## config.mk

```make
export PLATFORM = sky130hd
export DESIGN_NAME = ysyx_22040895_lsu_flat
export DESIGN_NICKNAME = d
export VERILOG_FILES = /design/src/rtl/ysyx_22040895_lsu_if.sv /design/src/rtl/ysyx_22040895_lsu.sv /design/src/flat_wrapper.sv
export SDC_FILE = /design/constraint.sdc
export NUM_CORES = 1
export LEC_CHECK = 0
export ABC_AREA = 0
export CORE_MARGIN = 2
export CORE_UTILIZATION = 50
export DETAILED_ROUTE_END_ITERATION = 10
export HOLD_SLACK_MARGIN = 0.05
export PLACE_DENSITY = 0.87
export SYNTH_ARGS = -nofsm -noshare
export SYNTH_HDL_FRONTEND = slang
export SYNTH_SLANG_ARGS = --single-unit
export TNS_END_PERCENT = 20
```

## constraint.sdc

```tcl
create_clock -name clk -period 5.5 [get_ports clk]
set_input_delay 0.55 -clock clk [delete_from_list [all_inputs] [get_ports clk]]
set_output_delay 0.55 -clock clk [all_outputs]
set_load 0.02 [all_outputs]
```

## src/rtl/ysyx_22040895_lsu_if.sv

```systemverilog
// Load/store unit bus interface.
// Bundles the execute-side request/response handshake and the 64-bit
// valid/ready memory bus into one interface.
//   master : the LSU view. It takes requests from execute, returns results,
//            and drives the memory request channel.
//   slave  : the environment view (execute stage plus memory).
// Signals:
//   req_valid_i_lsu/req_ready_o_lsu, sl_i_lsu, munit_i_lsu, addr_i_lsu, wdata_i_lsu
//   done_o_lsu, rdata_o_lsu, err_o_lsu
//   mem_req_valid_o_lsu/mem_req_ready_i_lsu, mem_addr_o_lsu, mem_we_o_lsu,
//   mem_wdata_o_lsu, mem_wmask_o_lsu, mem_rsp_valid_i_lsu, mem_rdata_i_lsu
interface ysyx_22040895_lsu_if #(
  parameter int XLEN = 64
);
  logic            req_valid_i_lsu;
  logic            req_ready_o_lsu;
  logic [1:0]      sl_i_lsu;
  logic [1:0]      munit_i_lsu;
  logic [XLEN-1:0] addr_i_lsu;
  logic [XLEN-1:0] wdata_i_lsu;
  logic            done_o_lsu;
  logic [XLEN-1:0] rdata_o_lsu;
  logic            err_o_lsu;
  logic            mem_req_valid_o_lsu;
  logic            mem_req_ready_i_lsu;
  logic [XLEN-1:0] mem_addr_o_lsu;
  logic            mem_we_o_lsu;
  logic [XLEN-1:0] mem_wdata_o_lsu;
  logic [7:0]      mem_wmask_o_lsu;
  logic            mem_rsp_valid_i_lsu;
  logic [XLEN-1:0] mem_rdata_i_lsu;

  modport master (
    input  req_valid_i_lsu, sl_i_lsu, munit_i_lsu, addr_i_lsu, wdata_i_lsu,
           mem_req_ready_i_lsu, mem_rsp_valid_i_lsu, mem_rdata_i_lsu,
    output req_ready_o_lsu, done_o_lsu, rdata_o_lsu, err_o_lsu,
           mem_req_valid_o_lsu, mem_addr_o_lsu, mem_we_o_lsu,
           mem_wdata_o_lsu, mem_wmask_o_lsu
  );

  modport slave (
    output req_valid_i_lsu, sl_i_lsu, munit_i_lsu, addr_i_lsu, wdata_i_lsu,
           mem_req_ready_i_lsu, mem_rsp_valid_i_lsu, mem_rdata_i_lsu,
    input  req_ready_o_lsu, done_o_lsu, rdata_o_lsu, err_o_lsu,
           mem_req_valid_o_lsu, mem_addr_o_lsu, mem_we_o_lsu,
           mem_wdata_o_lsu, mem_wmask_o_lsu
  );
endinterface

```

## src/rtl/ysyx_22040895_lsu.sv

```systemverilog
// Multi-cycle load/store unit.
// Latches one request from execute, issues it on a 64-bit valid/ready memory
// bus with byte-lane write masks, then extends the load data and returns it
// with a one-cycle done pulse. Misaligned accesses and sl=00 complete at once
// without any bus activity. A missing response raises err after RSP_TIMEOUT
// cycles in RESP.
// Ports:
//   clk : rising-edge clock
//   rst : synchronous, active-high reset
//   bus : ysyx_22040895_lsu_if.master (request, result and memory bus)
module ysyx_22040895_lsu #(
  parameter int XLEN        = 64,
  parameter int RSP_TIMEOUT = 255
) (
  input logic                 clk,
  input logic                 rst,
  ysyx_22040895_lsu_if.master bus
);
  localparam int CW = $clog2(RSP_TIMEOUT + 1);

  typedef enum logic [1:0] {IDLE, REQ, RESP, DONE} state_t;

  state_t          state_q, state_d;
  logic [1:0]      sl_q, munit_q;
  logic [XLEN-1:0] addr_q, wdata_q, rdata_q;
  logic            err_q;
  logic [CW-1:0]   cnt_q, cnt_inc;

  logic            misal_in, accept, rsp_hit, tmo_hit;
  logic [XLEN-1:0] ld_sh, ld_ext, st_data;
  logic [7:0]      st_base, st_mask;
  logic            sx, is_store, is_load;

  assign is_store = (sl_q == 2'b01);
  assign is_load  = sl_q[1];
  assign cnt_inc  = cnt_q + CW'(1);

  // Alignment is judged on the incoming request so the decision is made on
  // the accept edge.
  always_comb begin
    misal_in = 1'b0;
    case (bus.munit_i_lsu)
      2'b01:   misal_in = bus.addr_i_lsu[0];
      2'b10:   misal_in = |bus.addr_i_lsu[1:0];
      2'b11:   misal_in = |bus.addr_i_lsu[2:0];
      default: misal_in = 1'b0;
    endcase
  end

  // Next-state logic.
  always_comb begin
    state_d = state_q;
    accept  = 1'b0;
    rsp_hit = 1'b0;
    tmo_hit = 1'b0;
    case (state_q)
      IDLE: if (bus.req_valid_i_lsu) begin
        accept  = 1'b1;
        state_d = (bus.sl_i_lsu == 2'b00 || misal_in) ? DONE : REQ;
      end
      REQ:  if (bus.mem_req_ready_i_lsu) state_d = RESP;
      RESP: if (bus.mem_rsp_valid_i_lsu) begin
        rsp_hit = 1'b1;
        state_d = DONE;
      end else if (cnt_inc == CW'(RSP_TIMEOUT)) begin
        tmo_hit = 1'b1;
        state_d = DONE;
      end
      DONE:    state_d = IDLE;
      default: state_d = IDLE;
    endcase
  end

  // Load extraction: shift the addressed field down to bit 0, then extend.
  // sl=10 sign-extends and sl=11 zero-extends.
  always_comb begin
    ld_sh = bus.mem_rdata_i_lsu >> {addr_q[2:0], 3'b000};
    sx    = ~sl_q[0];
    case (munit_q)
      2'b00:   ld_ext = {{(XLEN-8){sx & ld_sh[7]}},   ld_sh[7:0]};
      2'b01:   ld_ext = {{(XLEN-16){sx & ld_sh[15]}}, ld_sh[15:0]};
      2'b10:   ld_ext = {{(XLEN-32){sx & ld_sh[31]}}, ld_sh[31:0]};
      default: ld_ext = ld_sh;
    endcase
  end

  // Store lane placement.
  always_comb begin
    case (munit_q)
      2'b00:   st_base = 8'h01;
      2'b01:   st_base = 8'h03;
      2'b10:   st_base = 8'h0F;
      default: st_base = 8'hFF;
    endcase
    st_mask = st_base << addr_q[2:0];
    st_data = wdata_q << {addr_q[2:0], 3'b000};
  end

  always_ff @(posedge clk) begin
    if (rst) begin
      state_q <= IDLE;
      sl_q    <= '0;
      munit_q <= '0;
      addr_q  <= '0;
      wdata_q <= '0;
      rdata_q <= '0;
      err_q   <= 1'b0;
      cnt_q   <= '0;
    end else begin
      state_q <= state_d;
      if (accept) begin
        sl_q    <= bus.sl_i_lsu;
        munit_q <= bus.munit_i_lsu;
        addr_q  <= bus.addr_i_lsu;
        wdata_q <= bus.wdata_i_lsu;
        rdata_q <= '0;
        // sl=00 performs no access, so it cannot be misaligned.
        err_q   <= misal_in && (bus.sl_i_lsu != 2'b00);
      end
      case (state_q)
        REQ:  if (bus.mem_req_ready_i_lsu) cnt_q <= '0;
        RESP: begin
          cnt_q <= cnt_inc;
          if (rsp_hit && is_load) rdata_q <= ld_ext;
          if (tmo_hit)            err_q   <= 1'b1;
        end
        // Result registers are only non-zero while DONE is asserted.
        DONE: begin
          rdata_q <= '0;
          err_q   <= 1'b0;
        end
        default: ;
      endcase
    end
  end

  // Bus outputs are zero outside REQ so idle bus values are deterministic.
  assign bus.req_ready_o_lsu     = (state_q == IDLE);
  assign bus.done_o_lsu          = (state_q == DONE);
  assign bus.rdata_o_lsu         = rdata_q;
  assign bus.err_o_lsu           = err_q;
  assign bus.mem_req_valid_o_lsu = (state_q == REQ);
  assign bus.mem_addr_o_lsu      = (state_q == REQ) ? {addr_q[XLEN-1:3], 3'b000} : '0;
  assign bus.mem_we_o_lsu        = (state_q == REQ) && is_store;
  assign bus.mem_wdata_o_lsu     = (state_q == REQ) ? st_data : '0;
  assign bus.mem_wmask_o_lsu     = (state_q == REQ && is_store) ? st_mask : 8'h00;
endmodule

```

## src/flat_wrapper.sv

```systemverilog
// flat-port wrapper written by rule: the top's interface ports become plain ports
module ysyx_22040895_lsu_flat 
#(
  parameter int XLEN        = 64,
  parameter int RSP_TIMEOUT = 255
)
  (clk, rst, bus_req_valid_i_lsu, bus_sl_i_lsu, bus_munit_i_lsu, bus_addr_i_lsu, bus_wdata_i_lsu, bus_mem_req_ready_i_lsu, bus_mem_rsp_valid_i_lsu, bus_mem_rdata_i_lsu, bus_req_ready_o_lsu, bus_done_o_lsu, bus_rdata_o_lsu, bus_err_o_lsu, bus_mem_req_valid_o_lsu, bus_mem_addr_o_lsu, bus_mem_we_o_lsu, bus_mem_wdata_o_lsu, bus_mem_wmask_o_lsu);
  ysyx_22040895_lsu_if #(.XLEN(XLEN)) bus_i ();
  input logic clk;
  input logic rst;
  input wire logic [$bits(bus_i.req_valid_i_lsu)-1:0] bus_req_valid_i_lsu;
  input wire logic [$bits(bus_i.sl_i_lsu)-1:0] bus_sl_i_lsu;
  input wire logic [$bits(bus_i.munit_i_lsu)-1:0] bus_munit_i_lsu;
  input wire logic [$bits(bus_i.addr_i_lsu)-1:0] bus_addr_i_lsu;
  input wire logic [$bits(bus_i.wdata_i_lsu)-1:0] bus_wdata_i_lsu;
  input wire logic [$bits(bus_i.mem_req_ready_i_lsu)-1:0] bus_mem_req_ready_i_lsu;
  input wire logic [$bits(bus_i.mem_rsp_valid_i_lsu)-1:0] bus_mem_rsp_valid_i_lsu;
  input wire logic [$bits(bus_i.mem_rdata_i_lsu)-1:0] bus_mem_rdata_i_lsu;
  output wire logic [$bits(bus_i.req_ready_o_lsu)-1:0] bus_req_ready_o_lsu;
  output wire logic [$bits(bus_i.done_o_lsu)-1:0] bus_done_o_lsu;
  output wire logic [$bits(bus_i.rdata_o_lsu)-1:0] bus_rdata_o_lsu;
  output wire logic [$bits(bus_i.err_o_lsu)-1:0] bus_err_o_lsu;
  output wire logic [$bits(bus_i.mem_req_valid_o_lsu)-1:0] bus_mem_req_valid_o_lsu;
  output wire logic [$bits(bus_i.mem_addr_o_lsu)-1:0] bus_mem_addr_o_lsu;
  output wire logic [$bits(bus_i.mem_we_o_lsu)-1:0] bus_mem_we_o_lsu;
  output wire logic [$bits(bus_i.mem_wdata_o_lsu)-1:0] bus_mem_wdata_o_lsu;
  output wire logic [$bits(bus_i.mem_wmask_o_lsu)-1:0] bus_mem_wmask_o_lsu;
  assign bus_i.req_valid_i_lsu = bus_req_valid_i_lsu;
  assign bus_i.sl_i_lsu = bus_sl_i_lsu;
  assign bus_i.munit_i_lsu = bus_munit_i_lsu;
  assign bus_i.addr_i_lsu = bus_addr_i_lsu;
  assign bus_i.wdata_i_lsu = bus_wdata_i_lsu;
  assign bus_i.mem_req_ready_i_lsu = bus_mem_req_ready_i_lsu;
  assign bus_i.mem_rsp_valid_i_lsu = bus_mem_rsp_valid_i_lsu;
  assign bus_i.mem_rdata_i_lsu = bus_mem_rdata_i_lsu;
  assign bus_req_ready_o_lsu = bus_i.req_ready_o_lsu;
  assign bus_done_o_lsu = bus_i.done_o_lsu;
  assign bus_rdata_o_lsu = bus_i.rdata_o_lsu;
  assign bus_err_o_lsu = bus_i.err_o_lsu;
  assign bus_mem_req_valid_o_lsu = bus_i.mem_req_valid_o_lsu;
  assign bus_mem_addr_o_lsu = bus_i.mem_addr_o_lsu;
  assign bus_mem_we_o_lsu = bus_i.mem_we_o_lsu;
  assign bus_mem_wdata_o_lsu = bus_i.mem_wdata_o_lsu;
  assign bus_mem_wmask_o_lsu = bus_i.mem_wmask_o_lsu;
  ysyx_22040895_lsu #(.XLEN(XLEN), .RSP_TIMEOUT(RSP_TIMEOUT)) u_core (.clk(clk), .rst(rst), .bus(bus_i));
endmodule
```

Word level (Yosys, flattened, before mapping):

Index checks and enable logic that the tools add are counted.

* $add $sub $neg: 1
* equality and inequality tests: 13
* shift-type cells: 3
* multiplexer cells: 27
* bitwise operators: 4
* reductions and logical operators: 13

Operators with widths (count)
* 64-bit 2-to-1 mux: 4
* 64-bit case mux with 3 select lines: 1
* 64-bit case mux with 2 select lines: 1
* 64-bit by 6-bit left shift with 64-bit output: 1
* 64-bit by 6-bit right shift with 64-bit output: 1
* 8-bit case mux with 3 select lines: 1
* 8-bit 2-to-1 mux: 2
* 8-bit case mux with 2 select lines: 1
* 2-bit equality test, second input constant: 5
* 2-bit 2-to-1 mux: 5
* 1-bit 2-to-1 mux: 9
* 8-bit by 1-bit adder with 8-bit output, second input constant: 1
* 2-bit by 1-bit equality test with 1-bit output, second input constant: 4
* 8-bit equality test, second input constant: 1
* 2-bit case mux with 4 select lines: 1
* 8-bit by 3-bit left shift with 8-bit output: 1
* 2-bit logical NOT: 3
* 2-bit != test, second input constant: 2
* 2-bit nonzero test: 2
* 1-bit AND: 3
* 1-bit logical AND: 3
* 3-bit by 2-bit != test with 1-bit output, second input constant: 1
* 1-bit case mux with 3 select lines: 1
* 3-bit AND reduction: 1
* other kinds (6): 6

* bits in registers: 207
* input port bits: 201

Depth between registers and ports, before layout:

Gate-level depths: netlist of run 1.

* depth after elaboration: 7
* depth in mapped cells: 9
* gate-level depth less buffers: 7

Worst setup path after synthesis of run 1:

No wires, ideal clock.

* path type: flip-flop to output port
* start point: register u_core.addr_q[2]
* end point: output port bus_mem_wmask_o_lsu[5]
* arrival: 2.286 ns
* data required time: 4.950 ns
* slack: 2.664 ns
* stages on the path, launching flop included: 7
* buffers on the path: 4
* cells stage by stage: dfxtp_1 buf_2 buf_2 buf_2 buf_1 a21oi_1 a2111oi_0

* longest elaborated chain between the ends: 2

RTL lines
* start, declared: RTL line ysyx_22040895_lsu.sv:25 `logic [XLEN-1:0] addr_q, wdata_q, rdata_q;`
* start signal, assigned: RTL line ysyx_22040895_lsu.sv:114 `addr_q <= bus.addr_i_lsu;`
* 8-bit by 3-bit left shift with 8-bit output: RTL line ysyx_22040895_lsu.sv:95 `st_mask = st_base << addr_q[2:0];`
* 8-bit 2-to-1 mux: RTL line ysyx_22040895_lsu.sv:146 `assign bus.mem_wmask_o_lsu = (state_q == REQ && is_store) ? st_mask : 8'h00;`
* end, declared: RTL line flat_wrapper.sv:27 `output wire logic [$bits(bus_i.mem_wmask_o_lsu)-1:0] bus_mem_wmask_o_lsu;`

Every way passes these cells.

Worst setup path after layout of run 1:

* start point: register u_core.addr_q[0]
* end point: output port bus_mem_wmask_o_lsu[4]

The elaborated chain is that of the path after synthesis.

==> results of run 1 <==
per-stage QoR:
stage	instances	cell area (µm²)	setup WS [ns]	util [%]	hold slack (ns)
floorplan	1475	12000	2.66	-	0.432
detailed placement	2075	15900	1.92	67.9	0.443
global route	2123	16800	1.10	71.4	0.468
global placement	2075	15900	1.96	67.9	0.437
CTS	2116	16700	1.36	71.4	0.451
finish	2123	16800	1.35	71.4	0.449
cells by family (layout without fill, tap and decap cells):
group	after synthesis	after routing
and+or+nand+nor	576	576
AOI/OAI and AO/OA	396	396
DFF	207	207
buffers and inverters	152	474
muxes	134	134
adders and majority gates	6	6
other	1	10
xor gates and xnor gates	1	1
cells in the final DEF, fill, tap and decap left out, types with 8 or more instances in the layout:
master / count
and2_1: 81
and3_1: 11
mux4_2: 44
o22ai_1: 15
inv_1: 15
a211oi_2: 10
a22oi_1: 17
nor2_1: 70
mux2i_1: 53
clkbuf_16: 25
a221oi_1: 22
nand3_1: 12
o21ai_0: 32
o311ai_0: 25
buf_4: 15
nand2_1: 337
nor2b_1: 36
a211oi_1: 15
a22o_1: 8
mux2_2: 35
dfxtp_1: 204
a21oi_1: 209
clkdlybuf4s50_1: 401
power by group through the flow:
stage / sequential (mW) / combinational [mW] / clock [mW]
after floorplan: 1.83 / 1.53 / 0
after global placement: 1.93 / 2.21 / 0
after detailed placement: 1.95 / 2.23 / 0
after CTS: 1.92 / 2.25 / 1.68
after global routing: 1.95 / 2.44 / 1.75
final: 1.92 / 2.29 / 1.68
per-layer routing:
| layer | up-vias | part of all wire [%] |
|---|---|---|
| met2 | 921 | 48 |
| met3 | 178 | 11 |
| met5 | - | 0.027 |
| met4 | 2 | 5.7 |
| met1 | 6137 | 35 |
| li1 | 5847 | - |
sequential cells by signal, summed over array words and instances (netlist names):
signal	cells
u_core.munit_q	2
u_core.wdata_q	64
u_core.bus.err_o_lsu	1
u_core.sl_q	2
u_core.bus.rdata_o_lsu	64
u_core.cnt_q	8
u_core.state_q	2
u_core.addr_q	64
path summary, 6_finish.rpt:
kind	end	cells after the start
setup / recovery	bus_mem_wmask_o_lsu[4]	6
setup reg to reg	u_core.bus.rdata_o_lsu[60]	6
hold / removal	u_core.addr_q[10]	2
hold reg to reg	u_core.addr_q[10]	2
critical path: cells and delay by family (launching register included):
family | cells | cell delay, ns
compound gates | 2 | 0.30
flops | 1 | 0.94
simple gates | 2 | 0.47
buf+inv | 2 | 1.31
area by class of cell:
cell class	count	share of cell area [%]
Clock buffer	32	4.07
Multi-Input combinational cell	1116	42.9
Clock inverter	9	0.806
Inverter	17	0.381
Timing Repair Buffer	416	24.6
Sequential cell	207	24.8
Tap cell	319	2.38
Antenna cell	7	0.104
==> run_results.csv, run 1 <==
group,metric,value,unit
worst_hold_path,hold_class,"reg2reg",
worst_setup_path,slowest_delay,0.94,ns
clock_tree,numCtsBuffers,24,
timing,hold_viol,0,
power,leakagePower,5.88,nW
die,io_pins,406,
global_route,met3_usage,9.17,%
yosys,ys_types,63,
yosys,yosys.area.top_type_share,34.6,%
routing,drt-initial-drc-count,1690,
worst_setup_path,endpoint_kind,"primary output",
timing,drv_slew,0,
die,initial_utilization,51.0,%
clock_tree,ctsResizeCount,0,
final_layout,fin_nets,1989,
yosys,ys_ff_latch,207,
routing,ant_nets,0,
global_route,grt_max_degree,88,
clock_tree,tritoncts,"yes",
power,power_switching,2.30,mW
die,die_x,159,µm
yosys,synth_compound_area_share,21.2,%
die,rows,56,
yosys,avgSynthCellArea,8.13,µm²
power,pwr-share-comb,38.8,%
place,gp_congestion,0.957,
worst_setup_path,cp.required,4.95,ns
global_route,grt-ovfl-total,0,
routing,vias,13085,
die,core,23500,µm²
clock_tree,post_cts_buffers,0,
final_layout,layout-drive-gt1-share,9.07,%
timing,rsz0062_at_grt,"no",
power,power_frac_seq,32.7,%
global_route,top_usage_layer,"met2",
final_layout,area_growth_syn_to_layout,40.0,%
worst_setup_path,cp_slowest_cell,"dfxtp_4",
yosys,synth_xor_area_share,0.0731,%
status,status,"finished clean",
worst_setup_path,r2r_start,"u_core.addr_q[1]",
clock_tree,cts_sinks,207,
yosys,synth.yosys.seq_area_share,34.6,%
global_route,grt_pass1_vias,12580,
timing,tns,0,ns
yosys,synthFlopType,"dfxtp_1",
die,die_area,25200,µm²
yosys,synth_area,12000,µm²
power,netSwitchingFraction,39.0,%
yosys,yosysMostFrequentCell,"nand2_1",
yosys,synthMuxAreaShare,16.2,%
routing,vias_per_cell,6.16,
worst_setup_path,crit_chain,"buf_4 -> nand2b_1 -> o22ai_1 -> a221oi_1 -> nor2_1 -> clkdlybuf4s50_1",
timing,setup_viol,0,
yosys,yosys-top-cells-area,"dfxtp_1 (35%), nand2_1 (11%), a21oi_1 (8.7%), mux4_2 (8.3%), mux2i_1 (4.4%)",
clock_tree,postCtsHoldBufs,0,
routing,wl_per_cell,22.4,µm
timing,slew_headroom,29.1,%
yosys,synth_edf_count,0,
final_layout,seqCellArea,4150,µm²
global_route,grt_pass1_wl,71700,µm
yosys,syn_inst,1473,
power,p_int,3.59,mW
yosys,synth_warnings,0,
place,portBuffers,402,
timing,fin_crit,4.15,ns
power,peakVddDrop,0.000277,V
worst_setup_path,timing.critical_path.from,"u_core.addr_q[0]",
worst_setup_path,critPathKind,"reg2out",
yosys,synthAdderAreaFrac,0.627,%
global_route,grt_usage,35.8,%
place,place_hpwl,33800,µm
flow_run,timing.max_cap.violations,0,
global_route,use_met2,61.1,%
yosys,synth_area_leader_cell,"dfxtp_1",
clock_tree,cts_max_path_buffers,3,
yosys,synth_simple_gate_area_share,21.8,%
global_route,use_met1,41.3,%
yosys,synth_top_family_by_area,"simple AND/OR/NAND/NOR gates",
worst_setup_path,reg2reg_slack,1.96,ns
timing,worst_slew_pin_slew,1.06,ns
worst_setup_path,critical_path_arrival,3.60,ns
final_layout,n_fill_cell,1775,
power,p_clk_share,28.5,%
die,fp.dieH,159,µm
clock_tree,cts-root-buf,"clkbuf_16",
routing,dr.pass1.iters,6,
clock_tree,clkTransAtPathRegs,0.06,ns
power,power,5.89,mW
worst_setup_path,crit_fanout,60,
clock_tree,worstSkewPairLatency,0.54,ns
clock_tree,ctsHtreeMaxLevel,1,
timing,skew,0.0248,ns
worst_hold_path,hp-start,"u_core.addr_q[10]",
routing,routed_wirelength,47500,µm
timing,timing.fmax,0.241,GHz
yosys,synth_common_cells,"nand2_1 (338), a21oi_1 (209), dfxtp_1 (207)",
power,powerDensity,351,nW/µm²
routing,drt_drc_violations_left,0,
timing,fin_crit_sh,75.4,%
yosys,async_reset_ff_share,0,%
final_layout,multi_input_area,7190,µm²
worst_setup_path,start_kind,"register",
global_route,antenna_found_initial,8,
(Power assumes the default switching activity.)
==> inputs of run 2 (changes only) <==
--- a/config.mk
+++ b/config.mk
@@ -7,10 +7,10 @@
 export LEC_CHECK = 0
 export ABC_AREA = 0
 export CORE_MARGIN = 2
-export CORE_UTILIZATION = 50
+export CORE_UTILIZATION = 42
 export DETAILED_ROUTE_END_ITERATION = 10
 export HOLD_SLACK_MARGIN = 0.05
-export PLACE_DENSITY = 0.87
+export PLACE_DENSITY = 0.78
 export SYNTH_ARGS = -nofsm -noshare
 export SYNTH_HDL_FRONTEND = slang
 export SYNTH_SLANG_ARGS = --single-unit
==> constraint.sdc (replaced) <==
create_clock -name clk -period 3.57 [get_ports clk]
set_input_delay 0.357 -clock clk [delete_from_list [all_inputs] [get_ports clk]]
set_output_delay 0.357 -clock clk [all_outputs]
set_load 0.02 [all_outputs]
==> run 2 against run 1 <==
Net effect:
- clock power rose by 42%
- flip-flop and latch count did not move
- count of clock-buffer cells in the layout rose by 3
- largest cell class unchanged
- via count fell by 2.8%
- combinational power rose by 58%
- clock skew fell by 0.013 ns
- worst hold slack got worse by 0.077 ns
- register-to-register slack got worse by 1.1 ns
- utilization fell by 11 points
- setup slack got worse by 1.1 ns
- first-iteration DRC count fell by 22%
- global-route usage fell by 4.5 points
==> run_results.csv, run 2 (synthesized netlist as in run 1, its figures left out) <==
group,metric,value,unit
status,status,"finished clean",
routing,drt_drc_violations_left,0,
power,peakVddDrop,0.000381,V
clock_tree,cts_sinks,207,
worst_setup_path,start_kind,"register",
power,pwr-share-comb,40.5,%
final_layout,final_common_cell,"clkdlybuf4s50_1",
final_layout,finalCoreUtilization,60.5,%
worst_setup_path,crit_family,"buffers and inverters",
worst_setup_path,crit_fanout,40,
power,power_frac_seq,32.8,%
timing,worst_slew_pin_slew,1.10,ns
global_route,grt_pass1_wl,74300,µm
worst_hold_path,hold_class,"in2reg",
global_route,grt_usage,31.3,%
die,core,27900,µm²
die,die_x,173,µm
worst_setup_path,cpMostUsedCell,"mux2i_1",
routing,ant_nets,0,
clock_tree,numCtsBuffers,25,
die,rows,61,
power,powerDensity,529,nW/µm²
worst_setup_path,path_buf_inv,2,
worst_setup_path,endpoint_kind,"primary output",
timing,rsz0062_at_grt,"no",
timing,fin_crit,3.35,ns
place,gp_congestion,0.985,
power,leakagePower,5.93,nW
timing,fin_crit_sh,93.9,%
routing,wl_per_cell,22.2,µm
die,initial_utilization,42.9,%
routing,routed_wirelength,48800,µm
clock_tree,postCtsHoldBufs,0,
clock_tree,worstSkewPairLatency,0.53,ns
clock_tree,ctsResizeCount,0,
final_layout,layout-drive-gt1-share,9.77,%
timing,drv_slew,0,
clock_tree,ctsHtreeMaxLevel,1,
worst_setup_path,critPathKind,"reg2out",
routing,vias,12725,
global_route,grt-ovfl-total,0,
place,place_ws,0.704,ns
routing,vias_per_cell,5.80,
routing,drt-initial-drc-count,1324,
die,die_area,29900,µm²
timing,timing.fmax,0.298,GHz
final_layout,fin_nets,2003,
power,power_switching,3.55,mW
place,portBuffers,402,
worst_setup_path,slowest_delay,0.66,ns
global_route,antenna_found_initial,6,
timing,skew,0.0121,ns
power,p_int,5.39,mW
timing,setup_slack,0.218,ns
timing,slew_headroom,26.2,%
timing,setup_viol,0,
routing,dr.pass1.iters,5,
final_layout,area_growth_syn_to_layout,41.1,%
clock_tree,clkTransAtPathRegs,0.06,ns
flow_run,timing.max_cap.violations,0,
timing,hold_slack,0.372,ns
worst_setup_path,critical_path_arrival,2.99,ns
timing,hold_viol,0,
place,place_hpwl,35300,µm
power,netSwitchingFraction,39.7,%
power,p_clk_share,26.7,%
worst_setup_path,cp_slowest_cell,"dfxtp_4",
clock_tree,cts_max_path_buffers,3,
worst_setup_path,cp.required,3.21,ns
final_layout,final_cell_mix,"clkdlybuf4s50_1 (400), nand2_1 (337), a21oi_1 (209)",
global_route,grt_max_degree,133,
clock_tree,tritoncts,"yes",
timing,tns,0,ns
worst_setup_path,crit_chain,"buf_4 -> mux2i_1 -> o21ai_0 -> mux2i_1 -> nor2b_1 -> clkdlybuf4s50_1",
global_route,grt_pass1_vias,12529,
clock_tree,post_cts_buffers,0,
die,io_pins,406,
die,fp.dieH,173,µm
clock_tree,cts-root-buf,"clkbuf_16",
==> run 2: per-stage QoR <==
stage,cell area (µm²),total power [mW],instances
floorplan,12000,5.18,1475
global placement,16100,6.51,2147
detailed placement,16100,6.55,2147
CTS,16900,8.95,2190
global route,16900,9.37,2195
finish,16900,8.94,2195
==> run 2: area by class of cell <==
type,count,area (µm²)
fillers,2463,11000
multi-input cells,1116,7190
repair buffers,429,4260
flip-flops and latches,207,4150
clock buffers,35,703
well taps,378,473
inverters,17,63.8
clock inverters,8,43.8
diodes,5,12.5
==> run 2: final timing paths <==
path / start / endpoint / slack [ns] / cells past startpoint
worst max-delay path: u_core.addr_q[1] / bus_mem_wdata_o_lsu[51] / 0.22 / 6
worst min-delay path: bus_addr_i_lsu[14] / u_core.addr_q[14] / 0.37 / 3
worst min register to register: u_core.addr_q[19] / u_core.addr_q[19] / 0.45 / 2
worst max register to register: u_core.addr_q[1] / u_core.bus.rdata_o_lsu[12] / 0.82 / 6
==> run 2: per-layer routing <==
layer | track usage [%] | share of wire (%) | vias up
met5 | 0 | 0.029 | -
met1 | 37.2 | 37 | 6062
met3 | 7.34 | 9.3 | 117
li1 | - | - | 5851
met2 | 54.2 | 49 | 693
met4 | 13.1 | 4.2 | 2
==> run 2: power groups by stage <==
stage / clock [mW] / combinational [mW] / sequential [mW]
after detailed placement: 0 / 3.58 / 2.97
after global placement: 0 / 3.56 / 2.95
after floorplan: 0 / 2.36 / 2.82
after global routing: 2.51 / 3.90 / 2.96
final: 2.39 / 3.62 / 2.93
after CTS: 2.42 / 3.61 / 2.92
==> run 2: worst register-to-register path: cells and delay by family, from the launching register on <==
family / cells / cell delay (ns)
compound gates: 4 / 0.90
buf+inv: 1 / 0.58
flops: 1 / 0.66
mux: 1 / 0.48
